--- config.mk ---
export PLATFORM = sky130hd
export DESIGN_NAME = srl_sra_iter_flat
export DESIGN_NICKNAME = d
export VERILOG_FILES = /design/src/rtl/srl_sra_iter_if.sv /design/src/rtl/srl_sra_iter.sv /design/src/flat_wrapper.sv
export SDC_FILE = /design/constraint.sdc
export NUM_CORES = 1
export LEC_CHECK = 0
export ABC_AREA = 1
export CORE_MARGIN = 2
export CORE_UTILIZATION = 49
export DETAILED_ROUTE_END_ITERATION = 12
export PLACE_DENSITY = 0.84
export SYNTH_ARGS = -nofsm -noshare
export SYNTH_HDL_FRONTEND = slang
export SYNTH_SLANG_ARGS = --single-unit
--- constraint.sdc ---
create_clock -name clk -period 1.7 [get_ports clk]
set_clock_uncertainty 0.1 [all_clocks]
set_input_delay 0.34 -clock clk [delete_from_list [all_inputs] [get_ports clk]]
set_output_delay 0.34 -clock clk [all_outputs]
set_load 0.1 [all_outputs]
--- src/rtl/srl_sra_iter_if.sv ---
// rtl/srl_sra_iter_if.sv - start/busy/done handshake and operand bus for the iterative right shifter
interface srl_sra_iter_if #(
    parameter int WIDTH = 32,
    parameter int SHW   = 5
);
    logic             start;
    logic             arith;
    logic [WIDTH-1:0] A;
    logic [SHW-1:0]   s;
    logic             flush;
    logic             busy;
    logic             done;
    logic [WIDTH-1:0] B;

    modport master (
        output start, arith, A, s, flush,
        input  busy, done, B
    );

    modport slave (
        input  start, arith, A, s, flush,
        output busy, done, B
    );
endinterface

--- src/rtl/srl_sra_iter.sv ---
// rtl/srl_sra_iter.sv - multi-cycle SRL/SRA, one shift-amount bit per cycle (16 at accept, then 8/4/2/1)
module srl_sra_iter #(
    parameter int WIDTH = 32,
    parameter int SHW   = 5
) (
    input  logic          clk,
    input  logic          rst_n,
    srl_sra_iter_if.slave bus
);
    typedef enum logic [1:0] {
        IDLE  = 2'd0,
        SHIFT = 2'd1,
        DONE  = 2'd2
    } state_t;

    state_t           r_state;
    state_t           w_state_nxt;
    logic [WIDTH-1:0] r_work;
    logic [WIDTH-1:0] r_b;
    logic [1:0]       r_cnt;
    logic             r_fill;
    logic [SHW-2:0]   r_s;

    logic             w_accept;
    logic             w_fill;
    logic [WIDTH-1:0] w_load;
    logic [WIDTH-1:0] w_shifted;
    logic [WIDTH-1:0] w_step;

    assign w_accept = (r_state != SHIFT) && bus.start && !bus.flush;
    assign w_fill   = bus.arith & bus.A[WIDTH-1];
    // The 16-bit stage is resolved at accept so SHIFT only walks the lower four bits.
    assign w_load   = bus.s[SHW-1] ? {{(WIDTH/2){w_fill}}, bus.A[WIDTH-1:WIDTH/2]} : bus.A;

    always_comb begin
        w_shifted = r_work;
        case (r_cnt)
            2'd3:    w_shifted = {{8{r_fill}}, r_work[WIDTH-1:8]};
            2'd2:    w_shifted = {{4{r_fill}}, r_work[WIDTH-1:4]};
            2'd1:    w_shifted = {{2{r_fill}}, r_work[WIDTH-1:2]};
            default: w_shifted = {r_fill, r_work[WIDTH-1:1]};
        endcase
    end

    assign w_step = r_s[r_cnt] ? w_shifted : r_work;

    always_comb begin
        w_state_nxt = r_state;
        case (r_state)
            IDLE:    w_state_nxt = w_accept ? SHIFT : IDLE;
            SHIFT: begin
                if (bus.flush)
                    w_state_nxt = IDLE;
                else if (r_cnt == 2'd0)
                    w_state_nxt = DONE;
            end
            DONE:    w_state_nxt = w_accept ? SHIFT : IDLE;
            default: w_state_nxt = IDLE;
        endcase
    end

    always_ff @(posedge clk) begin
        if (!rst_n) begin
            r_state <= IDLE;
            r_work  <= '0;
            r_b     <= '0;
            r_cnt   <= '0;
            r_fill  <= 1'b0;
            r_s     <= '0;
        end else begin
            r_state <= w_state_nxt;
            if (w_accept) begin
                r_fill <= w_fill;
                r_s    <= bus.s[SHW-2:0];
                r_work <= w_load;
                r_cnt  <= 2'd3;
            end else if (r_state == SHIFT && !bus.flush) begin
                r_work <= w_step;
                r_cnt  <= r_cnt - 2'd1;
                if (r_cnt == 2'd0)
                    r_b <= w_step;
            end
        end
    end

    assign bus.busy = (r_state == SHIFT);
    assign bus.done = (r_state == DONE);
    assign bus.B    = r_b;
endmodule

--- src/flat_wrapper.sv ---
// flat-port wrapper written by rule: the top's interface ports become plain ports
module srl_sra_iter_flat 
#(
    parameter int WIDTH = 32,
    parameter int SHW   = 5
)
  (clk, rst_n, bus_start, bus_arith, bus_A, bus_s, bus_flush, bus_busy, bus_done, bus_B);
  srl_sra_iter_if #(.WIDTH(WIDTH), .SHW(SHW)) bus_i ();
  input  logic clk;
  input  logic rst_n;
  input wire logic [$bits(bus_i.start)-1:0] bus_start;
  input wire logic [$bits(bus_i.arith)-1:0] bus_arith;
  input wire logic [$bits(bus_i.A)-1:0] bus_A;
  input wire logic [$bits(bus_i.s)-1:0] bus_s;
  input wire logic [$bits(bus_i.flush)-1:0] bus_flush;
  output wire logic [$bits(bus_i.busy)-1:0] bus_busy;
  output wire logic [$bits(bus_i.done)-1:0] bus_done;
  output wire logic [$bits(bus_i.B)-1:0] bus_B;
  assign bus_i.start = bus_start;
  assign bus_i.arith = bus_arith;
  assign bus_i.A = bus_A;
  assign bus_i.s = bus_s;
  assign bus_i.flush = bus_flush;
  assign bus_busy = bus_i.busy;
  assign bus_done = bus_i.done;
  assign bus_B = bus_i.B;
  srl_sra_iter #(.WIDTH(WIDTH), .SHW(SHW)) u_core (.clk(clk), .rst_n(rst_n), .bus(bus_i));
endmodule
# --- After elaboration in Yosys (flattened, before gate mapping) ---
# Index checks and enable logic that the tools add are counted.
totals:
  wordCells: 39
  ff_bits: 73
classes:
  magnitude_cmp: 1
  eq_ne: 7
  n_reduce_logical: 9
  add_sub_neg: 1
  n_bitwise: 2
  mux: 13
op_table:
  columns: ["op", "count"]
  rows:
  - ["32-bit 2-to-1 mux", 4]
  - ["31-bit case mux with 3 select lines", 1]
  - ["2-bit 2-to-1 mux", 4]
  - ["2-bit == test, second input constant", 3]
  - ["2-bit by 1-bit == test with 1-bit output, second input constant", 2]
  - ["2-bit logical NOT", 2]
  - ["2-bit case mux with 2 select lines", 1]
  - ["1-bit logical AND", 3]
  - ["2-bit by 3-bit < comparator with 1-bit output, second input constant", 1]
  - ["3-bit by 2-bit != test with 1-bit output, second input constant", 1]
  - ["3-bit AND reduction", 1]
  - ["1-bit binary-select mux with 2-bit select", 1]
  - ["1-bit 2-to-1 mux", 2]
  - ["2-bit by 1-bit != test with 1-bit output, second input constant", 1]
  - ["2-bit nonzero test", 1]
  - ["2-bit OR reduction", 1]
  - ["2-bit by 1-bit subtractor with 2-bit output, second input constant", 1]
  - ["1-bit AND", 1]
  - ["1-bit logical NOT", 1]
  - ["1-bit inverter", 1]

# --- Longest topological paths before layout ---
# Gate-level depths: netlist (run 1).
logic_depth:
  depth_word: 5
  depth_mapped: 12
  mapped_depth_nobuf: 10

# --- Least setup slack after synthesis (run 1) ---
# No wires, ideal clock.
synth_timing:
  path_type: "register to output"
  from: "register u_core.r_state[1]"
  to: "output bus_done"
  arrival_time_ns: 1.719
  stages_incl_launch_ff: 3
  setup_slack_ns: -0.459
  t_required_ns: 1.260
  path_cell_list: "dfxtp_1 > inv_1 > nor2_1"
synth_between:
  elab_chain_len: 1
synth_lines:
  columns: ["element", "line_no", "rtl"]
  rows:
  - ["from (decl)", "srl_sra_iter.sv:16", "state_t r_state;"]
  - ["from (signal assigned)", "srl_sra_iter.sv:71", "r_state <= w_state_nxt;"]
  - ["2-bit == test", "srl_sra_iter.sv:87", "assign bus.done = (r_state == DONE);"]
  - ["to (decl)", "flat_wrapper.sv:17", "output wire logic [$bits(bus_i.done)-1:0] bus_done;"]
# Every way passes these cells.

# --- Final worst setup path (run 1) ---
layout_timing:
  from: "register u_core.r_cnt[0]"
  to: "register u_core.r_work[30]"
layout_between:
  elab_chain_len: 5
  elab_cells_between_ends: 9
layout_lines:
  columns: ["element", "line_no", "rtl"]
  rows:
  - ["from (decl)", "srl_sra_iter.sv:20", "logic [1:0] r_cnt;"]
  - ["from (signal assigned)", "srl_sra_iter.sv:79", "r_cnt <= r_cnt - 2'd1;"]
  - ["2-bit by 1-bit == test with 1-bit output (tied with other cells)", "srl_sra_iter.sv:37", "case (r_cnt)"]
  - ["31-bit case mux with 3 select lines or 1-bit 2-to-1 mux (tied branches)", "srl_sra_iter.sv:37, srl_sra_iter.sv:45", null]
  - ["32-bit 2-to-1 mux (*)", "srl_sra_iter.sv:45", "assign w_step = r_s[r_cnt] ? w_shifted : r_work;"]
  - ["32-bit 2-to-1 mux (*)", "srl_sra_iter.sv:77", "end else if (r_state == SHIFT && !bus.flush) begin"]
  - ["32-bit 2-to-1 mux (*)", "srl_sra_iter.sv:72", "if (w_accept) begin"]
  - ["to (signal assigned)", "srl_sra_iter.sv:75", "r_work <= w_load;"]
  - ["to (signal assigned)", "srl_sra_iter.sv:78", "r_work <= w_step;"]
  - ["to (decl)", "srl_sra_iter.sv:18", "logic [WIDTH-1:0] r_work;"]
# Every way passes the cells marked *; elsewhere a longest branch is shown, timed or not. The select of a mux whose other input is x is not followed.
# A chain may end at the register's enable or synchronous reset.

==> flow_metrics.py, run 1 <==
metrics = {
    "setup_path": {
        "worstPathCellList": "buf_6 > ha_4 > clkbuf_16 > nand2_1 > nand2_1 > o21ai_1 > nand2_1 > nand3_1 > a21oi_1",
        "critPathMaxFanout": 15,
        "crit_path_end_kind": "flip-flop",
        "cp_common_cell": "nand2_1",
        "cp_top_family": "flip-flops",
        "path_class": "reg -> reg",
        "crit_buf_inv": 2,
        "cp.required_ps": 1840,
        "arrival_ps": 1860,
        "critPathMaxStageDelay_ps": 370,
        "crit_path_top_delay_cell": "dfxtp_4",
        "crit_path_start_kind": "flip-flop",
    },
    "grt": {
        "grt-ovfl-total": 0,
        "antenna_found_initial": 0,
        "grt_max_degree": 35,
        "grtUsageTotal": 0.2823,
        "grt_first_pass_wirelength_um": 23610,
        "use_met1": 0.3651,
        "grtUsageMet3": 0.04000,
        "grt_pass1_vias": 5073,
        "top_usage_layer": "met2",
        "met2_usage": 0.4666,
    },
    "die": {
        "die-area_sq_mm": 0.01054,
        "rows": 36,
        "core_sq_mm": 0.009594,
        "die_x_um": 102.7,
        "die_h_um": 102.7,
        "initial_utilization": 0.4971,
        "ioPinCount": 76,
    },
    "clock_network": {
        "clk_pin_slew_ps": 70,
        "clock_path_buffers": 2,
        "cts-buffers-inserted": 9,
        "clock_latency_ps": 360,
        "ctsHoldBuffers": 0,
        "tritoncts": "built",
        "htreeDepth": 3,
        "root_buffer": "clkbuf_8",
        "cts.sink_count": 73,
    },
    "sta": {
        "hold_viol": 0,
        "rsz0062_at_grt": "yes",
        "finalSetupViolations": 2,
        "slew_headroom": 0.7496,
        "slew_violations": 0,
        "fmax_ghz": 0.5822,
        "fin_crit_sh": 1.010,
        "period_needed_ps": 1718,
        "postLayoutSetupSlackWorst_ps": -17.66,
        "tightestPinTransition_ps": 375.0,
        "hold_ws_ps": 415.8,
    },
    "run_status": {
        "violations": "setup timing",
        "status": "complete, but fails checks",
    },
    "finish": {
        "layout-drive-gt1-share": 0.1770,
        "antenna_cells": 0,
        "syn2layout_area_growth_pct": 43.76,
        "fillers": 725,
        "final_area_sq_mm": 0.006857,
        "fin_nets": 956,
    },
    "synthesis": {
        "ys.warnings.count": 0,
        "synth_area_sq_mm": 0.004770,
        "postSynthCellCount": 818,
        "synth_area_per_cell_sq_um": 5.831,
        "seq_area_frac_synth": 0.3064,
        "ys_ff_latch": 73,
        "synth_fp_nets": 864,
        "netlist-cell-type-count": 26,
    },
    "place": {
        "place.gp.congestion": 0.9394,
        "portBuffers": 75,
        "placed_area_sq_mm": 0.006201,
        "hpwlAfterDp_um": 9839,
    },
    "route": {
        "first_iter_violations": 895,
        "wl_per_cell_um": 16.04,
        "vias": 5886,
        "ant_nets": 0,
        "route.detailed.drc": 0,
        "first_pass_iters": 9,
        "drt-total-wl_um": 16810,
        "via_per_inst": 5.616,
    },
    "flow_run": {
        "cap_violations": 0,
    },
    "pwr": {
        "power.switching_uw": 1699,
        "power_switching_share": 0.3625,
        "power.leakage_uw": 0.003128,
        "power.density_mw_per_mm2": 683.6,
        "clkPwrFrac": 0.256,
        "seqPwrFrac": 0.403,
        "comb_power_share": 0.341,
        "vdd_drop_max_mv": 0.4353,
        "p_int_uw": 2988,
    },
    "hold_path": {
        "hp-class": "reg -> reg",
    },
}
state kept, by name, indices dropped and copies added, names as in the netlist:
signal          cells
u_core.r_work      32
u_core.r_s          4
u_core.bus.B       32
u_core.r_cnt        2
u_core.r_fill       1
u_core.r_state      2
power by group through the flow:
stage          logic [uW]  registers [uW]  clock network, uW
2_1_floorplan         724            2040                  0
3_5_place_dp         1330            1920                  0
5_1_grt              1700            1900               1270
4_1_cts              1370            1880               1200
6_report             1600            1890               1200
3_3_place_gp         1310            1920                  0
synthesized netlist by cell type, drive strengths merged:
cell	n	area [sq um]
ha	4	50.05
nand3	8	40.04
inv	52	197.7
clkinv	1	3.750
buf	37	254.0
a31oi	28	175.2
a21o	1	7.510
a211oi	1	7.510
a21oi	35	175.2
nand2	389	1494
or2	11	68.82
clkbuf	12	45.04
dfxtp	73	1461
o21ai	44	220.2
o211ai	16	120.1
nor2	106	449.2
cell usage in the layout, fill, tap and decap left out, drive strengths merged:
cell           Yosys  routed
a211oi             1       1
a21o               1       1
a21oi             35      35
a31oi             28      28
buf               37      80
clkbuf            12      22
clkdlybuf4s50      0      41
clkinv             1       3
clkinvlp           0       1
dfxtp             73      73
ha                 4       4
inv               52      52
nand2            389     389
nand3              8       8
nor2             106     106
o211ai            16      16
o21ai             44      44
or2               11      11
what timing repair did:
item                                   CTS  global route
pin swaps                                0            33
buffers inserted                         0             7
setup endpoints to repair                9            64
gates cloned                             1            10
gates resized for setup                  5            45
endpoints found under the hold margin    0             0
stage by stage:
stage	total power [uW]	setup slack [ps]	std cells	util	setup TNS (ps)
5_1_grt	4870	-68.19	1048	0.7147	-779.0
2_1_floorplan	2763	34.96	818	-	0
6_report	4688	-17.66	1048	0.7147	-30.20
4_1_cts	4442	5.523	1031	0.6661	0
3_5_place_dp	3250	-162.0	1014	0.6463	-4215
3_3_place_gp	3228	-118.6	1014	0.6463	-2931
final timing paths:
check              startpoint                 to  slack, ps  depth (start not counted)
max reg2reg   u_core.r_cnt[0]  u_core.r_work[30]        -20                          9
max           u_core.r_cnt[0]  u_core.r_work[30]        -20                          9
min          u_core.bus.B[25]   u_core.bus.B[25]        420                          2
min reg2reg  u_core.bus.B[25]   u_core.bus.B[25]        420                          2
worst reg2reg max path, stage by stage (launching register included):
cell and delay [ps]:
dfxtp_4 370, buf_6 130, ha_4 190, clkbuf_16 190, nand2_1 80, nand2_1 60
o21ai_1 200, nand2_1 120, nand3_1 100, a21oi_1 70
layout make-up:
cell class / instances / area [sq um] / share of cell area
well taps: 133 / 166.4 / 0.02427
clock inverters: 3 / 17.52 / 0.002555
multi-input cells: 643 / 2962 / 0.4319
repair buffers: 130 / 1897 / 0.2766
flip-flops and latches: 73 / 1466 / 0.2139
inverters: 53 / 209.0 / 0.03047
clock buffers: 13 / 138.9 / 0.02026
per-layer routing:
| layer | routed length [um] | share of wire | up-vias |
|---|---|---|---|
| met5 | 0 | 0 | - |
| met4 | 1043 | 0.062 | 0 |
| met3 | 2031 | 0.12 | 123 |
| met2 | 7656 | 0.46 | 453 |
| met1 | 6076 | 0.36 | 2563 |
| li1 | - | - | 2747 |
logic make-up after synthesis:
family,share of synthesized area
simple gates,0.4302
fa+ha+maj,0.01049
buf+inv,0.1049
compound gates,0.1480
flops,0.3064
(Power assumes the default switching activity.)
==> run 2: changes to the inputs <==
--- a/config.mk
+++ b/config.mk
@@ -7,9 +7,10 @@
 export LEC_CHECK = 0
 export ABC_AREA = 1
 export CORE_MARGIN = 2
-export CORE_UTILIZATION = 49
+export CORE_UTILIZATION = 45
+export CTS_CLUSTER_DIAMETER = 150
 export DETAILED_ROUTE_END_ITERATION = 12
-export PLACE_DENSITY = 0.84
+export PLACE_DENSITY = 0.76
 export SYNTH_ARGS = -nofsm -noshare
 export SYNTH_HDL_FRONTEND = slang
 export SYNTH_SLANG_ARGS = --single-unit
==> constraint.sdc (replaced) <==
create_clock -name clk -period 2.21 [get_ports clk]
set_clock_uncertainty 0.1 [all_clocks]
set_input_delay 0.442 -clock clk [delete_from_list [all_inputs] [get_ports clk]]
set_output_delay 0.442 -clock clk [all_outputs]
set_load 0.1 [all_outputs]
==> run 2 against run 1 <==
  * The flow now finishes without violations
  * Core utilization is 16 points lower
  * Die area is 8.5% higher
  * Flip-flop and latch count stayed put
  * Clock-buffer cell count is 1 lower
  * Register-to-register slack better by 340 ps
  * Critical endpoint is now u_core.r_work[18]
==> flow_metrics.py, run 2 (synthesized netlist as in run 1, its figures left out) <==
metrics = {
    "finish": {
        "multiInputGateArea_sq_mm": 0.002810,
        "syn2layout_area_growth_pct": 20.80,
        "final_area_sq_mm": 0.005762,
        "fillers": 1049,
        "most-common-layout-cells": "nand2_1 (385), nor2_1 (101), dfxtp_1 (73)",
        "antenna_cells": 0,
        "layout-drive-gt1-share": 0.1059,
        "seqCellArea_sq_mm": 0.001461,
        "fin_nets": 920,
        "layout_commonest_cell": "nand2_1",
        "final_cells": 1014,
    },
    "setup_path": {
        "reg2reg_setup_slack_ps": 320,
        "cp.required_ps": 2350,
        "arrival_ps": 2030,
        "path_class": "reg -> reg",
        "crit-reg2reg-launch": "u_core.r_cnt[0]",
        "crit_path_end_kind": "flip-flop",
        "crit_path_start_kind": "flip-flop",
        "r2r_end": "u_core.r_work[18]",
        "critPathMaxFanout": 39,
        "reg2regPathDepth": 11,
    },
    "route": {
        "vias": 5227,
        "first_pass_iters": 6,
        "ant_nets": 0,
        "wl_per_cell_um": 13.32,
        "via_per_inst": 5.155,
        "first_iter_violations": 372,
        "drt-total-wl_um": 13510,
        "route.detailed.drc": 0,
    },
    "die": {
        "die_h_um": 107.0,
        "die_x_um": 107.0,
        "die-area_sq_mm": 0.01144,
        "core_sq_mm": 0.01032,
        "ioPinCount": 76,
        "initial_utilization": 0.4620,
        "rows": 37,
    },
    "pwr": {
        "vdd_drop_max_mv": 0.4090,
        "power.switching_uw": 1184,
        "comb_power_share": 0.259,
        "clkPwrFrac": 0.333,
        "power.leakage_uw": 0.002767,
        "p_int_uw": 2359,
        "seqPwrFrac": 0.407,
        "power_switching_share": 0.3342,
        "power.density_mw_per_mm2": 614.9,
    },
    "clock_network": {
        "clk_pin_slew_ps": 80,
        "post_cts_resized": 0,
        "clock_latency_ps": 360,
        "htreeDepth": 3,
        "ctsHoldBuffers": 0,
        "cts.sink_count": 73,
        "root_buffer": "clkbuf_8",
        "cts_setup_buffers": 0,
        "clock_path_buffers": 2,
        "cts-buffers-inserted": 9,
        "tritoncts": "built",
    },
    "sta": {
        "rsz0062_at_grt": "no",
        "tightestPinTransition_ps": 668.5,
        "slew_violations": 0,
        "fin_crit_sh": 0.8536,
        "hold_viol": 0,
        "postLayoutSetupSlackWorst_ps": 323.4,
        "period_needed_ps": 1887,
        "hold_ws_ps": 373.5,
        "setup_tns_ps": 0,
        "fmax_ghz": 0.5301,
        "slew_headroom": 0.5539,
        "finalSetupViolations": 0,
    },
    "grt": {
        "grt_pass1_vias": 4615,
        "grtUsageTotal": 0.2432,
        "grt-ovfl-total": 0,
        "antenna_found_initial": 0,
        "grt_first_pass_wirelength_um": 22330,
        "grt_max_degree": 40,
    },
    "flow_run": {
        "cap_violations": 0,
    },
    "hold_path": {
        "min_to": "u_core.bus.B[25]",
        "hp-start": "u_core.bus.B[25]",
        "hp-class": "reg -> reg",
        "holdPathStages": 2,
    },
    "place": {
        "dp_cells": 999,
        "place.gp.congestion": 0.9048,
        "portBuffers": 75,
        "placed_area_sq_mm": 0.005552,
        "place_ws_ps": 118.9,
        "hpwlAfterDp_um": 9519,
    },
    "run_status": {
        "status": "complete, no violations",
    },
}
==> run 2: cell count changes in the layout (fill, tap and decap cells not counted), sizes merged <==
cell,delta
clkinv,-1
buf,-27
clkinvlp,-1
clkbuf,-10
bufinv,+2
==> run 2: critical path, cell delays in order, from the launching register on <==
cell and delay [ps]:
dfxtp_1 450, inv_2 100, ha_1 230, inv_2 110, buf_12 210, nand2_1 70
nor2_1 100, nor2_1 50, nand2_1 70, nand2_1 70, nand2_1 110, a21oi_1 70
==> run 2: layout make-up <==
class,instances,area share
timing repair buffer,94,0.1577
multi-input combinational,643,0.4877
tap,136,0.02953
inverter,53,0.03496
sequential,73,0.2536
clock buffer,12,0.02519
clock inverter,3,0.01129
==> run 2: worst max-delay path by stage <==
stage,from,endpoint,slack (ps),cells after the start
finish,u_core.r_cnt[0],u_core.r_work[18],320,11
global route,u_core.r_cnt[0],u_core.r_work[24],90,10
CTS,u_core.r_cnt[0],u_core.r_work[24],340,10
detailed placement,bus_s[4],u_core.r_work[22],120,8
global placement,bus_s[4],u_core.r_work[3],150,6
floorplan,u_core.r_state[1],bus_done,400,2
==> run 2: power by group through the flow <==
stage / sequential, uW / combinational (uW) / clock (uW)
floorplan: 1570 / 557 / 0
global placement: 1470 / 907 / 0
detailed placement: 1470 / 912 / 0
CTS: 1440 / 916 / 1190
global route: 1450 / 1020 / 1240
finish: 1440 / 919 / 1180
==> run 2: metrics by stage <==
| stage | power, uW | utilization |
|---|---|---|
| after detailed placement | 2382 | 0.5378 |
| after floorplan | 2125 | - |
| after CTS | 3548 | 0.5581 |
| final | 3543 | 0.5581 |
| after global placement | 2377 | 0.5378 |
| after global routing | 3704 | 0.5581 |
==> run 2: routing by layer <==
metal | wire length [um] | GRT usage | vias to the layer above | part of all wire
li1 | - | - | 2666 | -
met1 | 6121 | 0.3279 | 2355 | 0.45
met2 | 6186 | 0.3831 | 186 | 0.46
met3 | 1004 | 0.05410 | 20 | 0.074
met4 | 195 | 0.08534 | 0 | 0.014
met5 | 0 | 0 | - | 0
